--- src/rtl/hazard_irq_ctrl.sv ---
// hazard_irq_ctrl
//   Pipeline sequencing controller for the five-stage MIPS core. It sits beside
//   decode and decides each cycle whether to stall PC and IF/ID, flush IF/ID
//   and ID/EX, or admit an interrupt/exception entry into decode. It owns the
//   external interrupt synchroniser, the IDLE/PENDING/MASKED state and two
//   saturating performance counters.
//
// Ports
//   clk              core clock, rising edge
//   reset            asynchronous active-low reset
//   iID_Instruction  instruction in decode (IF/ID output)
//   iID_UsesRt       decode instruction reads rt
//   iID_IsJump       j/jal/jr/jalr in decode
//   iID_Exception    decode flagged undefined opcode/funct
//   iEX_MemRead      load in EX
//   iEX_RegAddress   destination register of EX instruction
//   iEX_BranchTaken  conditional branch in EX resolved taken
//   iIrq             asynchronous level interrupt request
//   iCountClear      synchronous clear of both counters
//   oStall           hold PC and IF/ID
//   oFlush_IFID      bubble into IF/ID at next edge
//   oFlush_IDEX      bubble into ID/EX at next edge
//   oInterrupt       to Control.Interrupt: decode replaced by entry
//   oIrqState        IDLE=0, PENDING=1, MASKED=2
//   oStallCount      load-use stall cycles, saturating
//   oFlushCount      cycles with any flush, saturating
module hazard_irq_ctrl (
   input  logic        clk,
   input  logic        reset,
   input  logic [31:0] iID_Instruction,
   input  logic        iID_UsesRt,
   input  logic        iID_IsJump,
   input  logic        iID_Exception,
   input  logic        iEX_MemRead,
   input  logic [4:0]  iEX_RegAddress,
   input  logic        iEX_BranchTaken,
   input  logic        iIrq,
   input  logic        iCountClear,
   output logic        oStall,
   output logic        oFlush_IFID,
   output logic        oFlush_IDEX,
   output logic        oInterrupt,
   output logic [1:0]  oIrqState,
   output logic [15:0] oStallCount,
   output logic [15:0] oFlushCount
);

   localparam logic [1:0] IDLE    = 2'd0;
   localparam logic [1:0] PENDING = 2'd1;
   localparam logic [1:0] MASKED  = 2'd2;

   logic [1:0]  state;
   logic [1:0]  state_next;
   logic        irq_s1;
   logic        irq_s2;
   logic        irq_prev;
   logic        id_bubble;
   logic [15:0] stall_count;
   logic [15:0] flush_count;

   logic [4:0]  rs;
   logic [4:0]  rt;
   logic        lu;
   logic        rise;
   logic        adm;
   logic        ret;
   logic        unused_bits;

   always_comb begin
      rs          = iID_Instruction[25:21];
      rt          = iID_Instruction[20:16];
      unused_bits = ^iID_Instruction[15:6];
      rise        = irq_s2 & ~irq_prev;

      lu = iEX_MemRead && (iEX_RegAddress != 5'd0) &&
           ((iEX_RegAddress == rs) || (iID_UsesRt && (iEX_RegAddress == rt)));

      // Admission only when decode holds a real instruction and nothing of
      // higher priority (taken branch, load-use) claims the cycle.
      adm = ~iEX_BranchTaken & ~lu & ~id_bubble &
            (iID_Exception | (state == PENDING));

      // Return from handler: jr $26 actually leaving decode this cycle.
      ret = (iID_Instruction[31:26] == 6'd0) && (iID_Instruction[5:0] == 6'h08) &&
            (rs == 5'd26) && ~lu && ~iEX_BranchTaken && ~id_bubble;

      oStall      = ~iEX_BranchTaken & lu;
      oFlush_IDEX = iEX_BranchTaken | lu;
      oFlush_IFID = iEX_BranchTaken | (~lu & (adm | iID_IsJump));
      oInterrupt  = adm;
      oIrqState   = state;
      oStallCount = stall_count;
      oFlushCount = flush_count;
   end

   always_comb begin
      state_next = state;
      if (adm) begin
         // Exception admission masks from any state; interrupt admission
         // only happens from PENDING, so both land in MASKED.
         state_next = MASKED;
      end else begin
         case (state)
            IDLE:    if (rise) state_next = PENDING;
            MASKED:  if (ret)  state_next = IDLE;
            default: state_next = state;
         endcase
      end
   end

   always_ff @(posedge clk or negedge reset) begin
      if (!reset) begin
         state       <= IDLE;
         irq_s1      <= 1'b0;
         irq_s2      <= 1'b0;
         irq_prev    <= 1'b0;
         id_bubble   <= 1'b1;
         stall_count <= '0;
         flush_count <= '0;
      end else begin
         state    <= state_next;
         irq_s1   <= iIrq;
         irq_s2   <= irq_s1;
         irq_prev <= irq_s2;

         if (oFlush_IFID)
            id_bubble <= 1'b1;
         else if (!oStall)
            id_bubble <= 1'b0;

         if (iCountClear) begin
            stall_count <= '0;
            flush_count <= '0;
         end else begin
            if (oStall && (stall_count != '1))
               stall_count <= stall_count + 16'd1;
            if ((oFlush_IFID || oFlush_IDEX) && (flush_count != '1))
               flush_count <= flush_count + 16'd1;
         end
      end
   end

endmodule

--- config.mk ---
export PLATFORM = sky130hd
export DESIGN_NAME = hazard_irq_ctrl
export DESIGN_NICKNAME = d
export VERILOG_FILES = /design/src/rtl/hazard_irq_ctrl.sv
export SDC_FILE = /design/constraint.sdc
export NUM_CORES = 1
export LEC_CHECK = 0
export BUFFER_PORTS_ARGS = -buffer_cell sky130_fd_sc_hd__buf_2
export CELL_PAD_IN_SITES_DETAIL_PLACEMENT = 2
export CELL_PAD_IN_SITES_GLOBAL_PLACEMENT = 2
export CORE_AREA = 5 5 91 110
export DETAILED_ROUTE_END_ITERATION = 6
export DIE_AREA = 0 0 96 115
export PLACE_DENSITY = 0.78
export SYNTH_ARGS = -nofsm -noshare
export SYNTH_HDL_FRONTEND = slang
export SYNTH_SLANG_ARGS = --single-unit
export TNS_END_PERCENT = 20
--- constraint.sdc ---
create_clock -name clk -period 2.3 [get_ports clk]
set_clock_uncertainty 0.2 [all_clocks]
set_input_delay 0.23 -clock clk [delete_from_list [all_inputs] [get_ports clk]]
set_output_delay 0.23 -clock clk [all_outputs]
set_load 0.05 [all_outputs]
Yosys cells after proc, flatten, opt, wreduce, memory -nomap -nowiden
Cells that the tools add are included.
W data, S select, Z words.
{"block": "word_totals", "regBits": 38, "input_bits": 46, "out_inout_bits": 38, "word_cells": 63}
{"block": "op_classes", "addsub": 2, "n_eq_ne": 11, "n_mux": 10, "bitwise_logic": 14, "reduce_logical": 19}
{"op": "$mux W16", "n": 4}
{"op": "$add A16 B1 Y16 const B", "n": 2}
{"op": "$ne A16 B16 Y1 const B", "n": 2}
{"op": "$eq A5 B5 Y1", "n": 2}
{"op": "$logic_and A1 B1 Y1", "n": 10}
{"op": "$and A1 B1 Y1", "n": 6}
{"op": "$eq A6 B4 Y1 const B", "n": 1}
{"op": "$logic_not A6 Y1", "n": 1}
{"op": "$mux W2", "n": 3}
{"op": "$ne A3 B3 Y1 const B", "n": 2}
{"op": "$eq A5 B5 Y1 const B", "n": 1}
{"op": "$reduce_bool A5 Y1", "n": 1}
{"op": "$not A1 Y1", "n": 4}
{"op": "$or A1 B1 Y1", "n": 4}
{"op": "$pmux W2 S2", "n": 1}
{"op": "$reduce_bool A2 Y1", "n": 2}
{"op": "$reduce_and A3 Y1", "n": 1}
{"op": "$reduce_bool A3 Y1", "n": 1}
{"op": "$eq A2 B1 Y1 const B", "n": 1}
{"op": "$eq A2 B2 Y1 const B", "n": 1}
{"op": "$logic_not A2 Y1", "n": 1}
{"op": "$logic_or A1 B1 Y1", "n": 2}
{"op": "$mux W1", "n": 2}
{"op": "$ne A2 B1 Y1 const B", "n": 1}

Logic depth before layout (Yosys ltp)
{"block": "depth", "depth_word": 15, "mapped_depth": 9, "ltp_nobuf": 6}

Worst setup path before layout
No wires, ideal clock.
{"block": "synth_timing", "path_type": "input port to output port", "from": "in iEX_RegAddress[1]", "to": "out oInterrupt", "arrival_time_ps": 2572, "required_time_ps": 1870, "slack_ps": -702, "path_stages": 4, "path_buffers": 0, "path_cell_list": "or4_1 o21ai_2 nor2_1 nor4_1"}
{"block": "synth_between", "elab_chain_cells": 8, "word_cells_on_any_way": 11, "classes_between": "eq/ne (2); bitwise (4); reduce/logical (5)"}
{"element": "start: declaration", "line_no": "35", "text": "input logic [4:0] iEX_RegAddress,"}
{"element": "$eq A5 B5 Y1", "line_no": "76", "text": "((iEX_RegAddress == rs) || (iID_UsesRt && (iEX_RegAddress == rt)));"}
{"element": "$logic_and A1 B1 Y1", "line_no": "76"}
{"element": "$logic_or A1 B1 Y1", "line_no": "76"}
{"element": "$logic_and A1 B1 Y1 (*)", "line_no": "75", "text": "lu = iEX_MemRead && (iEX_RegAddress != 5'd0) &&"}
{"element": "$not A1 Y1 (*)", "line_no": "80", "text": "adm = ~iEX_BranchTaken & ~lu & ~id_bubble &"}
{"element": "$and A1 B1 Y1 (*) (3 in a row)", "line_no": "80"}
{"element": "end: declaration", "line_no": "42", "text": "output logic oInterrupt,"}
Mark *: on every way between the ends. The rest lies on a longest branch, timed or not.

Final worst setup path
{"block": "layout_timing", "from": "reg stall_count[5], in the netlist oStallCount[5]", "to": "reg stall_count[15], in the netlist oStallCount[15]"}
{"block": "layout_between", "elab_chain_cells": 3, "word_cells_on_any_way": 6, "classes_between": "add/sub (1); eq/ne (1); mux (2); reduce/logical (2)"}
{"element": "start: declaration", "line_no": "58", "text": "logic [15:0] stall_count;"}
{"element": "start signal: assignment", "line_no": "136", "text": "stall_count <= stall_count + 16'd1;"}
{"element": "$add A16 B1 Y16 or $ne A16 B16 Y1 (tied branches)", "line_no": "136, 135"}
{"element": "$mux W16 or $logic_and A1 B1 Y1 (tied branches)", "line_no": "135", "text": "if (oStall && (stall_count != '1))"}
{"element": "$mux W16 or $reduce_bool A2 Y1 (tied branches)"}
Several ways; a longest one is shown, not always the timed one. The select of a mux whose other input is x is not followed.
A chain may end at the register's enable or synchronous reset.

==> impl_table.tex <==
\begin{tabular}{lr}
\hline
Metric & Value \\
\hline
\multicolumn{2}{l}{\textbf{Die}} \\
\quad Boundary pin count & 84 \\
\quad Die height & roughly 120 um \\
\quad Floorplan core area & approximately 9000 um\^{}2 \\
\quad Width of the die & around 96 um \\
\quad Starting Density & 0.252 \\
\quad Full die area & 11000 um\^{}2 \\
\quad Floorplan row count & 38 \\
\multicolumn{2}{l}{\textbf{Synth}} \\
\quad Leading register cell type out of synthesis & sky130\_fd\_sc\_hd\_\_dfrtp\_1 \\
\quad Share of Yosys cell area claimed by the top area cell type & 0.415 \\
\quad Instance count of the mapped netlist & 240 \\
\quad Async set-or-reset flop fraction in the synthesized netlist & 1.00 \\
\quad Cell variety after synth & 40 \\
\quad Dominant cell by count in the synthesized netlist & sky130\_fd\_sc\_hd\_\_dfrtp\_1 \\
\quad Post-synth EDFFs & 0 \\
\quad Seq/Total Area, Yosys & 0.427 \\
\quad Commonest cells post-synth & sky130\_fd\_sc\_hd\_\_dfrtp\_1, sky130\_fd\_sc\_hd\_\_a21oi\_1, sky130\_fd\_sc\_hd\_\_nand3\_1, sky130\_fd\_sc\_hd\_\_or4\_1 \\
\quad Synth Cell Area & 2230 um\^{}2 \\
\quad Net count after synthesis & around 290 \\
\quad Number of flip-flops and latches in the synthesized netlist & 38 \\
\quad Biggest area contributors in the synthesized netlist & sky130\_fd\_sc\_hd\_\_dfrtp\_1, sky130\_fd\_sc\_hd\_\_a21oi\_1, sky130\_fd\_sc\_hd\_\_or4\_1 \\
\quad Yosys warning total & 0 \\
\quad Biggest area consumer among synthesized cells & sky130\_fd\_sc\_hd\_\_dfrtp\_1 \\
\quad Post-Synthesis Mean Instance Area & about 9.3 um\^{}2 \\
\multicolumn{2}{l}{\textbf{STA}} \\
\quad Number of hold violations in the final report & 0 \\
\quad Number of max-slew violations in the final report & 0 \\
\quad Shortest clock period the worst path allows after layout & between 2 and 2.5 ns \\
\quad Worst-case headroom to the max-slew limit & 0.594 \\
\quad Unrepaired setup endpoints after global routing & yes \\
\quad Total setup violations reported at the end of the flow & 0 \\
\quad Crit path setup slack, layout & roughly 0.057 ns \\
\quad Slew at the pin closest to its max-slew limit & $\sim$0.61 ns \\
\quad Highest clock rate & 446 MHz \\
\quad Share of the cycle needed by the critical path after routing & 0.975 \\
\multicolumn{2}{l}{\textbf{Global route}} \\
\quad Leftover overflow at the end of global routing & 0 \\
\quad Pin count of the biggest net entering global routing & 28 \\
\quad Global-route usage over all layers & 0.147 \\
\quad Initial antenna violation count & 0 \\
\quad First-pass GRT wire length & 12900 um \\
\quad Number of global-route vias before repair & roughly 2600 \\
\multicolumn{2}{l}{\textbf{Setup path}} \\
\quad Kind of end point of the critical path & flip-flop \\
\quad Crit-path max FO & 8 \\
\quad Required time of the critical path & 2.31 ns \\
\quad Cell seen most often among critical-path stages & sky130\_fd\_sc\_hd\_\_nand4\_1 \\
\quad CP startpoint & oStallCount[5]\$\_DFFE\_PN0P\_ \\
\quad Slowest cell on the critical path & sky130\_fd\_sc\_hd\_\_dfrtp\_1 \\
\quad Largest stage delay, worst path & roughly 0.40 ns \\
\quad Crit start category & flip-flop \\
\quad Cell-by-cell trace of the critical path & and3\_4 -> and4\_1 -> nand4\_1 -> nand4\_1 -> buf\_12 -> buf\_2 -> or3\_1 -> a21oi\_1 \\
\quad Crit path DAT & between 2 and 2.5 ns \\
\quad Worst reg2reg startpoint & oStallCount[5]\$\_DFFE\_PN0P\_ \\
\quad Kind of critical path & reg2reg \\
\multicolumn{2}{l}{\textbf{Finish}} \\
\quad Share of the core filled with cells in the final layout & 0.374 \\
\quad NumNets Final & between 400 and 500 \\
\quad Share of post-route cells with drive strength above 1 & 0.470 \\
\quad Relative area change from synthesis to final layout & 48.1\% \\
\quad Antenna Diode Count & 0 \\
\multicolumn{2}{l}{\textbf{Routing}} \\
\quad DR DRC count & 0 \\
\quad Initial DRC Count & 45 \\
\quad Wire length after detailed routing & approximately 8400 um \\
\quad First drt pass iteration count & 4 \\
\quad DR vias & approximately 2400 \\
\quad Detailed-route wire length per cell & 17.6 um \\
\quad Average vias per placed instance & between 5 and 6 \\
\quad Number of routed nets with antenna violations & 0 \\
\multicolumn{2}{l}{\textbf{Clock network}} \\
\quad Clock latency on the worst-skew pair & approximately 0.29 ns \\
\quad TritonCTS Buffers & 5 \\
\quad CTS Buffer Depth & 2 \\
\quad TritonCTS Sinks & 38 \\
\quad CTS Root Buffer Type & sky130\_fd\_sc\_hd\_\_clkbuf\_8 \\
\quad Deepest level of the CTS H-tree & 2 \\
\quad CTS tree & built \\
\quad Clock transition at the registers of the reported paths & roughly 0.07 ns \\
\multicolumn{2}{l}{\textbf{Placed design}} \\
\quad Gpl congestion & between 0.7 and 0.8 \\
\quad Port Buffers & between 70 and 80 \\
\quad Detailed placer's ending HPWL & about 6100 um \\
\quad Worst Setup Slack post-DPL & -0.140 ns \\
\multicolumn{2}{l}{\textbf{Job}} \\
\quad MaxCap Viol Count & 0 \\
\multicolumn{2}{l}{\textbf{Power}} \\
\quad PwrDens & between 400 and 500 nW/um\^{}2 \\
\quad Peak ir drop on the vdd network & between 150 and 200 uV \\
\quad Leakage Power & around 1.4 nW \\
\quad Sum of internal, switching and leakage power & between 1 and 1.5 mW \\
\multicolumn{2}{l}{\textbf{Worst hold path}} \\
\quad Worst min-delay path category & reg2reg \\
\quad Startpoint of the most critical hold path & irq\_s1\$\_DFF\_PN0\_ \\
\multicolumn{2}{l}{\textbf{Status}} \\
\quad Run status & finished clean \\
\hline
\end{tabular}
where the power goes:
group	internal [mW]	switching, mW	leakage [nW]	total, mW
clock	0.216	0.238	0.0395	0.454
sequential	0.679	0.0130	0.497	0.692
combinational	0.0893	0.133	0.876	0.223
total	0.985	0.385	1.41	1.37
stage by stage:
stage          std cells  TNS (ns)  hold slack (ns)  area (um^2)
2_1_floorplan        240    -0.933           -0.266         2330
3_3_place_gp         455    -0.325           0.0532         3050
3_5_place_dp         455    -0.911           0.0597         3050
4_1_cts              465         0            0.160         3160
5_1_grt              475    -0.264            0.160         3300
6_report             475         0            0.154         3300
what timing repair did:
action,in CTS,in global routing
cloned,0,1
setup buffers,0,9
hold buffers,2,0
endpoints found under the hold margin,21,0
resized for setup,3,15
setup endpoints to repair,2,16
pin swaps,1,4
worst max-delay path: cells and delay by family, from the launching register on:
family / cells / cell delay (ns)
flops: 1 / 0.40
simple gates: 5 / 1.09
buf+inv: 2 / 0.35
compound gates: 1 / 0.13
registers in the layout, summed over array words and instances (netlist names):
signal and count:
oStallCount 16, irq_s2 1, irq_prev 1, oFlushCount 16, irq_s1 1, id_bubble 1
oIrqState 2
cells by family after synthesis:
family | Yosys count | synth area share
fa+ha+maj | 2 | 0.0112
compound gates | 63 | 0.178
mux | 4 | 0.0253
buf+inv | 21 | 0.0449
simple gates | 101 | 0.270
flops | 38 | 0.427
xor+xnor | 11 | 0.0432
final timing paths:
path                                                to  depth (start not counted)  slack (ns)
max in group asynchronous        id_bubble$_DFFE_PN1P_                          3        1.01
min                                   irq_s2$_DFF_PN0_                          0        0.15
max                        oStallCount[15]$_DFFE_PN0P_                          8        0.06
max reg2reg                oStallCount[15]$_DFFE_PN0P_                          8        0.06
min in group asynchronous  oFlushCount[10]$_DFFE_PN0P_                          2        0.26
min reg2reg                           irq_s2$_DFF_PN0_                          0        0.15
cell type report:
class                           instances  area (um^2)
Fill cell                            1066         5540
Multi-Input combinational cell        181         1310
Sequential cell                        38          966
Timing Repair Buffer                  119          763
Tap cell                              120          150
Clock buffer                            8         80.1
Inverter                                9         33.8
cells in the final DEF, fill, tap and decap left out, types with 11 or more instances in the layout:
cell and instances:
sky130_fd_sc_hd__nand3_1 15, sky130_fd_sc_hd__buf_4 38, sky130_fd_sc_hd__or4_1 13, sky130_fd_sc_hd__a21oi_1 22, sky130_fd_sc_hd__xnor2_1 11, sky130_fd_sc_hd__dfrtp_2 11, sky130_fd_sc_hd__buf_2 74, sky130_fd_sc_hd__o31ai_1 12
sky130_fd_sc_hd__dfrtp_1 26
routing by layer:
| metal | up-vias | GRT usage | wire [um] |
|---|---|---|---|
| met1 | 1224 | 0.168 | 3430 |
| li1 | 1140 | - | - |
| met3 | 4 | 0.0242 | 169 |
| met4 | 0 | 0.0266 | 52 |
| met2 | 34 | 0.281 | 4700 |
| met5 | - | 0 | 0 |
Power figures use the tool's default switching activity.
